==> config.mk <==
export PLATFORM = sky130hd
export DESIGN_NAME = partition_kv_sender
export DESIGN_NICKNAME = d
export VERILOG_FILES = /design/src/rtl/partition_kv_sender_pkg.sv /design/src/rtl/kv_sync_fifo.sv /design/src/rtl/partition_kv_sender.sv
export SDC_FILE = /design/constraint.sdc
export NUM_CORES = 1
export LEC_CHECK = 0
export CORE_UTILIZATION = 35
export DETAILED_ROUTE_END_ITERATION = 8
export HOLD_SLACK_MARGIN = 0.02
export MAX_ROUTING_LAYER = met4
export PLACE_DENSITY = 0.57
export SYNTH_ARGS = -nofsm -noshare
export SYNTH_HDL_FRONTEND = slang
export SYNTH_SLANG_ARGS = --single-unit
export TNS_END_PERCENT = 20
==> constraint.sdc <==
create_clock -name clock -period 10 [get_ports clock]
set_clock_uncertainty 0.05 [all_clocks]
set_input_delay 1 -clock clock [delete_from_list [all_inputs] [get_ports clock]]
set_output_delay 1 -clock clock [all_outputs]
set_load 0.005 [all_outputs]
==> src/rtl/partition_kv_sender_pkg.sv <==
// partition_kv_sender_pkg: key width and sender FSM state encodings shared by the
// partition output stage.
package partition_kv_sender_pkg;
  localparam int KEY_W = 16;
  typedef enum logic [1:0] {
    IDLE = 2'b00,
    REQ  = 2'b01,
    HOLD = 2'b10,
    SEND = 2'b11
  } state_t;
endpackage

==> src/rtl/kv_sync_fifo.sv <==
// kv_sync_fifo: circular-buffer FIFO whose head word is always visible on rd_data;
// a push while full is accepted only when a pop happens in the same cycle.
module kv_sync_fifo #(
  parameter int WIDTH  = 8,
  parameter int DEPTH  = 8,
  parameter int ADDR_W = 3
) (
  input  logic              clock,
  input  logic              reset_n,
  input  logic              wr_en,
  input  logic [WIDTH-1:0]  wr_data,
  input  logic              rd_en,
  output logic [WIDTH-1:0]  rd_data,
  output logic              full,
  output logic              empty,
  output logic [ADDR_W:0]   count
);
  localparam logic [ADDR_W:0] FULL_CNT = (ADDR_W + 1)'(DEPTH);
  logic [WIDTH-1:0]  mem_q [DEPTH];
  logic [ADDR_W-1:0] wr_ptr_q, wr_ptr_d, rd_ptr_q, rd_ptr_d;
  logic [ADDR_W:0]   count_q, count_d;
  logic              push, pop;
  always_comb begin
    pop      = rd_en && count_q != '0;
    push     = wr_en && (count_q != FULL_CNT || pop);
    wr_ptr_d = push ? wr_ptr_q + 1'b1 : wr_ptr_q;
    rd_ptr_d = pop ? rd_ptr_q + 1'b1 : rd_ptr_q;
    count_d  = count_q + {{ADDR_W{1'b0}}, push} - {{ADDR_W{1'b0}}, pop};
  end
  always_ff @(posedge clock) begin
    if (!reset_n) begin
      wr_ptr_q <= '0;
      rd_ptr_q <= '0;
      count_q  <= '0;
    end else begin
      wr_ptr_q <= wr_ptr_d;
      rd_ptr_q <= rd_ptr_d;
      count_q  <= count_d;
    end
  end
  always_ff @(posedge clock) begin
    if (push) mem_q[wr_ptr_q] <= wr_data;
  end
  assign rd_data = mem_q[rd_ptr_q];
  assign full    = count_q == FULL_CNT;
  assign empty   = count_q == '0;
  assign count   = count_q;
endmodule

==> src/rtl/partition_kv_sender.sv <==
// partition_kv_sender: buffers <key,value> pairs and serializes each value onto a
// PRECISION-wide lane after the reduce arbiter acks. PARTITION_KV_STATS_EN adds o_sent_count.
module partition_kv_sender
  import partition_kv_sender_pkg::*;
#(
  parameter int PRECISION = 16,
  parameter int DIMENSION = 2,
  parameter int DEPTH     = 8,
  parameter int ADDR_W    = 3
) (
  input  logic                           clock,
  input  logic                           reset_n,
  input  logic                           i_wr_en,
  input  logic [KEY_W-1:0]               i_key,
  input  logic [PRECISION*DIMENSION-1:0] i_value,
  output logic                           o_full,
  output logic                           o_empty,
  output logic                           o_request,
  input  logic                           i_ack,
  output logic [KEY_W-1:0]               o_key,
  output logic [PRECISION-1:0]           o_value,
`ifdef PARTITION_KV_STATS_EN
  output logic [15:0]                    o_sent_count,
`endif
  output logic                           o_overflow
);
  localparam int VAL_W = PRECISION * DIMENSION;
  localparam logic [7:0] LAST_D = 8'(DIMENSION - 1);
  state_t               state_q, state_d;
  logic [7:0]           d_q, d_d;
  logic [KEY_W-1:0]     key_q, key_d;
  logic [VAL_W-1:0]     shadow_q, shadow_d;
  logic [PRECISION-1:0] val_q, val_d;
  logic                 ovf_q, ovf_d;
  logic [KEY_W+VAL_W-1:0] head;
  logic [ADDR_W:0]      count;
  logic                 full, empty, pop, last;

  kv_sync_fifo #(.WIDTH(KEY_W + VAL_W), .DEPTH(DEPTH), .ADDR_W(ADDR_W)) u_fifo (
    .clock   (clock),
    .reset_n (reset_n),
    .wr_en   (i_wr_en),
    .wr_data ({i_key, i_value}),
    .rd_en   (pop),
    .rd_data (head),
    .full    (full),
    .empty   (empty),
    .count   (count)
  );

  always_ff @(posedge clock) begin
    if (!reset_n) begin
      state_q  <= IDLE;
      d_q      <= '0;
      key_q    <= '0;
      shadow_q <= '0;
      val_q    <= '0;
      ovf_q    <= 1'b0;
    end else begin
      state_q  <= state_d;
      d_q      <= d_d;
      key_q    <= key_d;
      shadow_q <= shadow_d;
      val_q    <= val_d;
      ovf_q    <= ovf_d;
    end
  end

  always_comb begin
    pop     = state_q == REQ && i_ack;
    last    = state_q == SEND && d_q == LAST_D;
    state_d = state_q;
    d_d     = d_q;
    case (state_q)
      IDLE: state_d = count != '0 ? REQ : IDLE;
      REQ:  state_d = i_ack ? HOLD : REQ;
      HOLD: begin
        state_d = SEND;
        d_d     = 8'd0;
      end
      default: begin
        state_d = !last ? SEND : count != '0 ? REQ : IDLE;
        d_d     = d_q + 8'd1;
      end
    endcase
  end

  // Dimension 0 is loaded at the ack so it shows in HOLD; each SEND cycle preloads the next one.
  always_comb begin
    key_d    = pop ? head[KEY_W+VAL_W-1 -: KEY_W] : key_q;
    shadow_d = pop ? head[VAL_W-1:0] : shadow_q;
    val_d    = pop ? head[PRECISION-1:0]
             : (state_q == SEND && !last) ? shadow_q[(d_q + 8'd1) * PRECISION +: PRECISION]
             : val_q;
    ovf_d    = ovf_q | (i_wr_en && full && !pop);
  end

`ifdef PARTITION_KV_STATS_EN
  logic [15:0] sent_q, sent_d;
  always_comb sent_d = last ? sent_q + 16'd1 : sent_q;
  always_ff @(posedge clock) begin
    if (!reset_n) sent_q <= '0;
    else sent_q <= sent_d;
  end
  assign o_sent_count = sent_q;
`endif

  always_comb begin
    o_request  = state_q == REQ;
    o_key      = key_q;
    o_value    = val_q;
    o_overflow = ovf_q;
    o_full     = full;
    o_empty    = empty && (state_q == IDLE || state_q == REQ);
  end
endmodule

Yosys cells after proc, flatten, opt, wreduce, memory -nomap -nowiden
Memories as Yosys holds them, arrays and structs flattened. A register that Yosys moved wholly into a read port is not among the register bits. Cells that the tools add are included.

Register bits: 85. Bits in writable memories: 384. Output and inout port bits: 36. Word-level logic and storage cells: 52. Memories kept: 1.

$add $sub $neg: 6. Equality and inequality tests: 6. Shift operators: 1. Muxes and demuxes: 11. Bitwise operators: 1. Reduce and logical (&&, ||, !) cells: 17.

Memory list: u_fifo.mem_q (words 8, bits a word 48, read ports 1, clocked after Yosys merged registers in 1, wr ports 1, line kv_sync_fifo.sv:19) `logic [WIDTH-1:0] mem_q [DEPTH];`.

Operator list (count): two-way mux 16 bit (2); variable part select 32 x 14 -> 16 bit (1); case mux 8 bit (2 select lines) (1); adder 8 x 1 -> 9 bit (second input constant) (1); adder 8 x 1 -> 8 bit (second input constant) (1); equality test 8 x 1 -> 1 bit (second input constant) (1); logical AND 1 bit (8); adder 3 x 1 -> 3 bit (second input constant) (2); two-way mux 3 bit (2); case mux 2 bit (3 select lines) (1); adder 4 x 1 -> 4 bit (1); equality test 2 bit (second input constant) (2); equality test 4 bit (second input constant) (1); zero test 4 bit (1); two-way mux 2 bit (2); inequality test 4 bit (second input constant) (1); nonzero test 4 bit (1); subtractor 4 x 1 -> 4 bit (1); two-way mux 1 bit (3); equality test 2 x 1 -> 1 bit (second input constant) (1); zero test 1 bit (2); zero test 2 bit (1); logical OR 1 bit (2); nonzero test 2 bit (1); other kinds (2) (2).

Depth between registers and ports, before layout
Depth after elaboration: 7. Gate-level depth with buffers: 11. Depth with buffers taken out: 11.

Cells and area by module
From an unflattened synthesis, not the netlist that was laid out.

Cells, all modules: 939. Area total of the unflattened synthesis: 17883.4 um^2.

Modules (own cells, without submodules): kv_sync_fifo (times used 1, cells each 648, area an instance 15333.5 um^2, sequential area each 11791.3 um^2); partition_kv_sender (times used 1, cells each 291, area an instance 2549.9 um^2, sequential area each 1181.1 um^2).

Worst setup path before layout
OpenSTA, ideal clock, no wires.

Kind: input-to-reg. Start point: in i_ack. End point: mem u_fifo.mem_q[0][0] (netlist name) (enable). Library setup time: 573 ps. Arrival: 6036 ps. Required time: 9377 ps. Path slack: 3341 ps. Stages: 4. Path through: nand3b_4 -> o21ai_1 -> nand2_1 -> nor4_1.

Word-level cells in the longest chain between the ends: 6.

Ends and longest elaborated chain: from (decl) (line partition_kv_sender.sv:19) `input logic i_ack,`; logical AND 1 bit (line partition_kv_sender.sv:70) `pop = state_q == REQ && i_ack;`; logical AND 1 bit (line kv_sync_fifo.sv:24) `pop = rd_en && count_q != '0;`; logical OR 1 bit (line kv_sync_fifo.sv:25) `push = wr_en && (count_q != FULL_CNT || pop);`; logical AND 1 bit (line kv_sync_fifo.sv:25); two-way mux 1 bit (line kv_sync_fifo.sv:42) `if (push) mem_q[wr_ptr_q] <= wr_data;`; two-way mux 1 bit (implied by the code) (line kv_sync_fifo.sv:42); to (decl) (line kv_sync_fifo.sv:19).

No other way between the ends.

==> reports/qor.csv <==
metric,value,unit
outcome,"complete, no violations",
clockBufferDepth,3,
switching_share,24.1,%
vias,8466,
setup_violations,0,
worstPathArrival,3.74,ns
max_freq,0.294,GHz
htree_levels,2,
drv_cap,0,
synth_cell_types,42,
post-route-min-period,3.40,ns
initial_core_util,35.4,%
yosys.area_share.simple,3.02,%
critPathMaxStageDelay,0.78,ns
worstPathMaxFanout,41,
antenna_found_initial,0,
hp-class,reg -> reg,
route.final.wire_length,36300,um
grt_pass1_wl,55100,um
multi_input_area,4040,um^2
synth_fa_ha_area_share,0.768,%
dieWidth,224,um
fin_tns_setup,0,ns
cp_num_buf_inv,2,
ctsResizeCount,0,
drtIter0Drc,524,
yosysWarnings,0,
area_growth,18.0,%
cts_setup_buffers,0,
vias_per_cell,5.02,
clkSlewWorstSetupHoldPaths,0.07,ns
grt_use_met2,24.1,%
synth_edf_count,384,
synthTopCellsByArea,"edfxtp_1 67%, mux4_2 13%, dfxtp_1 8.4%",
die-area,50200,um^2
p_comb_share,14.7,%
fp.dieH,224,um
synth_top_cell_by_area,edfxtp_1,
antennaDiodeCount,0,
fillCellCount,4296,
internal_power,3.52,mW
syn-cell-area,17300,um^2
clkSinkCount,456,
r2r_setup_slack,6.60,ns
cpMostUsedCell,buf_4,
power_frac_seq,49.4,%
synth.area.mux_share,14.4,%
slew_headroom,22.6,%
syn_inst,884,
clock_latency,0.55,ns
postCtsHoldBufs,0,
root_buffer,clkbuf_16,
regArea,13000,um^2
grtUsageMet3,2.83,%
first_pass_iters,5,
grt_max_degree,86,
syn_avg_cell_area,19.5,um^2
place_congestion,0.759,
cp_top_family,buffers and inverters,
power_density,228,nW/um^2
report.final.slew_viol_count,0,
crit_chain,buf_4 -> buf_4 -> mux4_2 -> a22oi_1 -> a311oi_2,
syn-num-nets,946,
hold_viol_final,0,
track_usage,15.1,%
grt-ovfl-total,0,
crit_type,reg -> reg,
max-vdd-ir-drop,125,uV
boundaryPins,88,
cts_tree,yes,
synth_xor_area_share,0.406,%
leakage,6.23,nW
core_area,48700,um^2
final_net_count,1047,
synth_ff_type,edfxtp_1,
hpwl,20700,um
use_met1,20.2,%
synth-async-reset-ratio,0,%
slowest_stage,buf_4,
worstPathRequired,10.34,ns
power_frac_clock,35.9,%
drc,0,
grt_pass1_vias,8809,
worst_pin_slew,1.16,ns
p_sw,1.12,mW
rsz0062_at_grt,false,
end_kind,flop,
antenna_left,0,
grt_busiest_layer,met2,
drive_gt1_share,19.6,%
ys_seq_area_share,75.2,%
synth_compound_area_share,4.49,%
yosys.area.top_type_share,66.8,%
ys_ff_latch,456,
io_buffer_count,87,
p_total,4.64,mW
timing.final.crit_share,34.0,%
worstSetupStartpointType,flop,
rows,81,
synth_top_family_by_area,multiplexers,
post_drt_wl_per_cell,21.5,um
numCtsBuffers,46,
final cells by class:
class | count | area share, %
Timing Repair Buffer | 104 | 4.90
Clock buffer | 77 | 6.72
Inverter | 10 | 0.184
Multi-Input combinational cell | 367 | 19.9
Tap cell | 664 | 4.08
Clock inverter | 8 | 0.492
Sequential cell | 456 | 63.8
final timing paths:
| check | start | end | cells after the start |
|---|---|---|---|
| max | flop | o_value[13] | 5 |
| min | o_overflow | o_overflow | 2 |
| max reg2reg | flop | o_value[13] | 5 |
| min reg2reg | o_overflow | o_overflow | 2 |
placed cells by master, fill, tap and decap left out, types with 3 or more instances in the layout:
| cell type | netlist | routed |
|---|---|---|
| o21ai_0 | 39 | 39 |
| clkdlybuf4s50_1 | 0 | 87 |
| nor3_2 | 0 | 4 |
| a22oi_1 | 16 | 16 |
| nor2_4 | 0 | 3 |
| buf_4 | 8 | 17 |
| or3_1 | 3 | 3 |
| a311oi_2 | 10 | 10 |
| nand3_1 | 21 | 21 |
| dfxtp_1 | 72 | 69 |
| edfxtp_1 | 384 | 384 |
| clkbuf_8 | 0 | 8 |
| a21oi_1 | 43 | 43 |
| a311oi_1 | 6 | 6 |
| nand2_1 | 12 | 12 |
| ha_1 | 9 | 9 |
| nand4_1 | 3 | 3 |
| clkbuf_16 | 0 | 47 |
| nor2_1 | 24 | 21 |
| mux4_2 | 96 | 96 |
| nand2b_1 | 3 | 3 |
| nor3_1 | 22 | 18 |
| clkbuf_1 | 18 | 22 |
| inv_1 | 10 | 10 |
| xor2_1 | 6 | 6 |
| mux2i_1 | 33 | 33 |
synth_stat cells (9+ instances only):
library cell,number
nand2_1,12
mux2i_1,33
mux4_2,96
dfxtp_1,72
buf_2,17
a21oi_1,43
inv_1,10
nand3_1,21
ha_1,9
nor2_1,24
a311oi_2,10
clkbuf_1,18
o21ai_0,39
nor3_1,22
a22oi_1,16
edfxtp_1,384
worst register-to-register path, delay by kind of cell, from the launching register on:
| family | cells | cell delay (ns) |
|---|---|---|
| flip-flops | 1 | 0.57 |
| buffers and inverters | 2 | 1.53 |
| multiplexers | 1 | 0.68 |
| AO/OA/AOI/OAI | 2 | 0.42 |
per-stage QoR:
stage / area, um^2 / instances / setup slack, ns / hold WS (ns) / utilization (%)
finish: 20400 / 1686 / 6.60 / 0.448 / 41.8
global placement: 18900 / 1601 / 6.17 / 0.407 / 38.7
global route: 20400 / 1686 / 6.26 / 0.464 / 41.8
CTS: 20400 / 1686 / 6.42 / 0.458 / 41.8
floorplan: 17300 / 884 / 3.34 / 0.409 / -
detailed placement: 18900 / 1601 / 6.09 / 0.445 / 38.7
registers in the layout, indices dropped and copies added, names as in the netlist, named ones only:
signal           flops
u_fifo.rd_ptr_q      3
o_overflow           1
shadow_q            16
u_fifo.mem_q       384
o_value             16
o_key               16
d_q                  8
u_fifo.count         4
u_fifo.wr_ptr_q      3
state_q              2
per-layer routing:
layer  routed length, um  vias to the layer above
li1                    -                     3813
met4                 417                        0
met2               17700                      178
met3                1590                       32
met1               16600                     4443
met5                   0                        -
power by group through the flow:
stage / Clock, mW / Combinational, mW / Sequential (mW)
2_1_floorplan: 0 / 0.466 / 2.30
4_1_cts: 1.71 / 0.700 / 2.29
6_report: 1.66 / 0.683 / 2.29
3_3_place_gp: 0 / 0.690 / 2.33
3_5_place_dp: 0 / 0.697 / 2.33
5_1_grt: 1.79 / 0.748 / 2.30
cell families (layout without fill, tap and decap cells):
group / count (synthesis) / count (layout)
flip-flops: 456 / 456
multiplexers: 129 / 129
AO/OA/AOI/OAI: 120 / 120
AND/OR/NAND/NOR: 100 / 100
buffers and inverters: 61 / 199
adder cells (fa/ha/maj): 10 / 10
XOR/XNOR: 8 / 8
(Power assumes the default switching activity.)
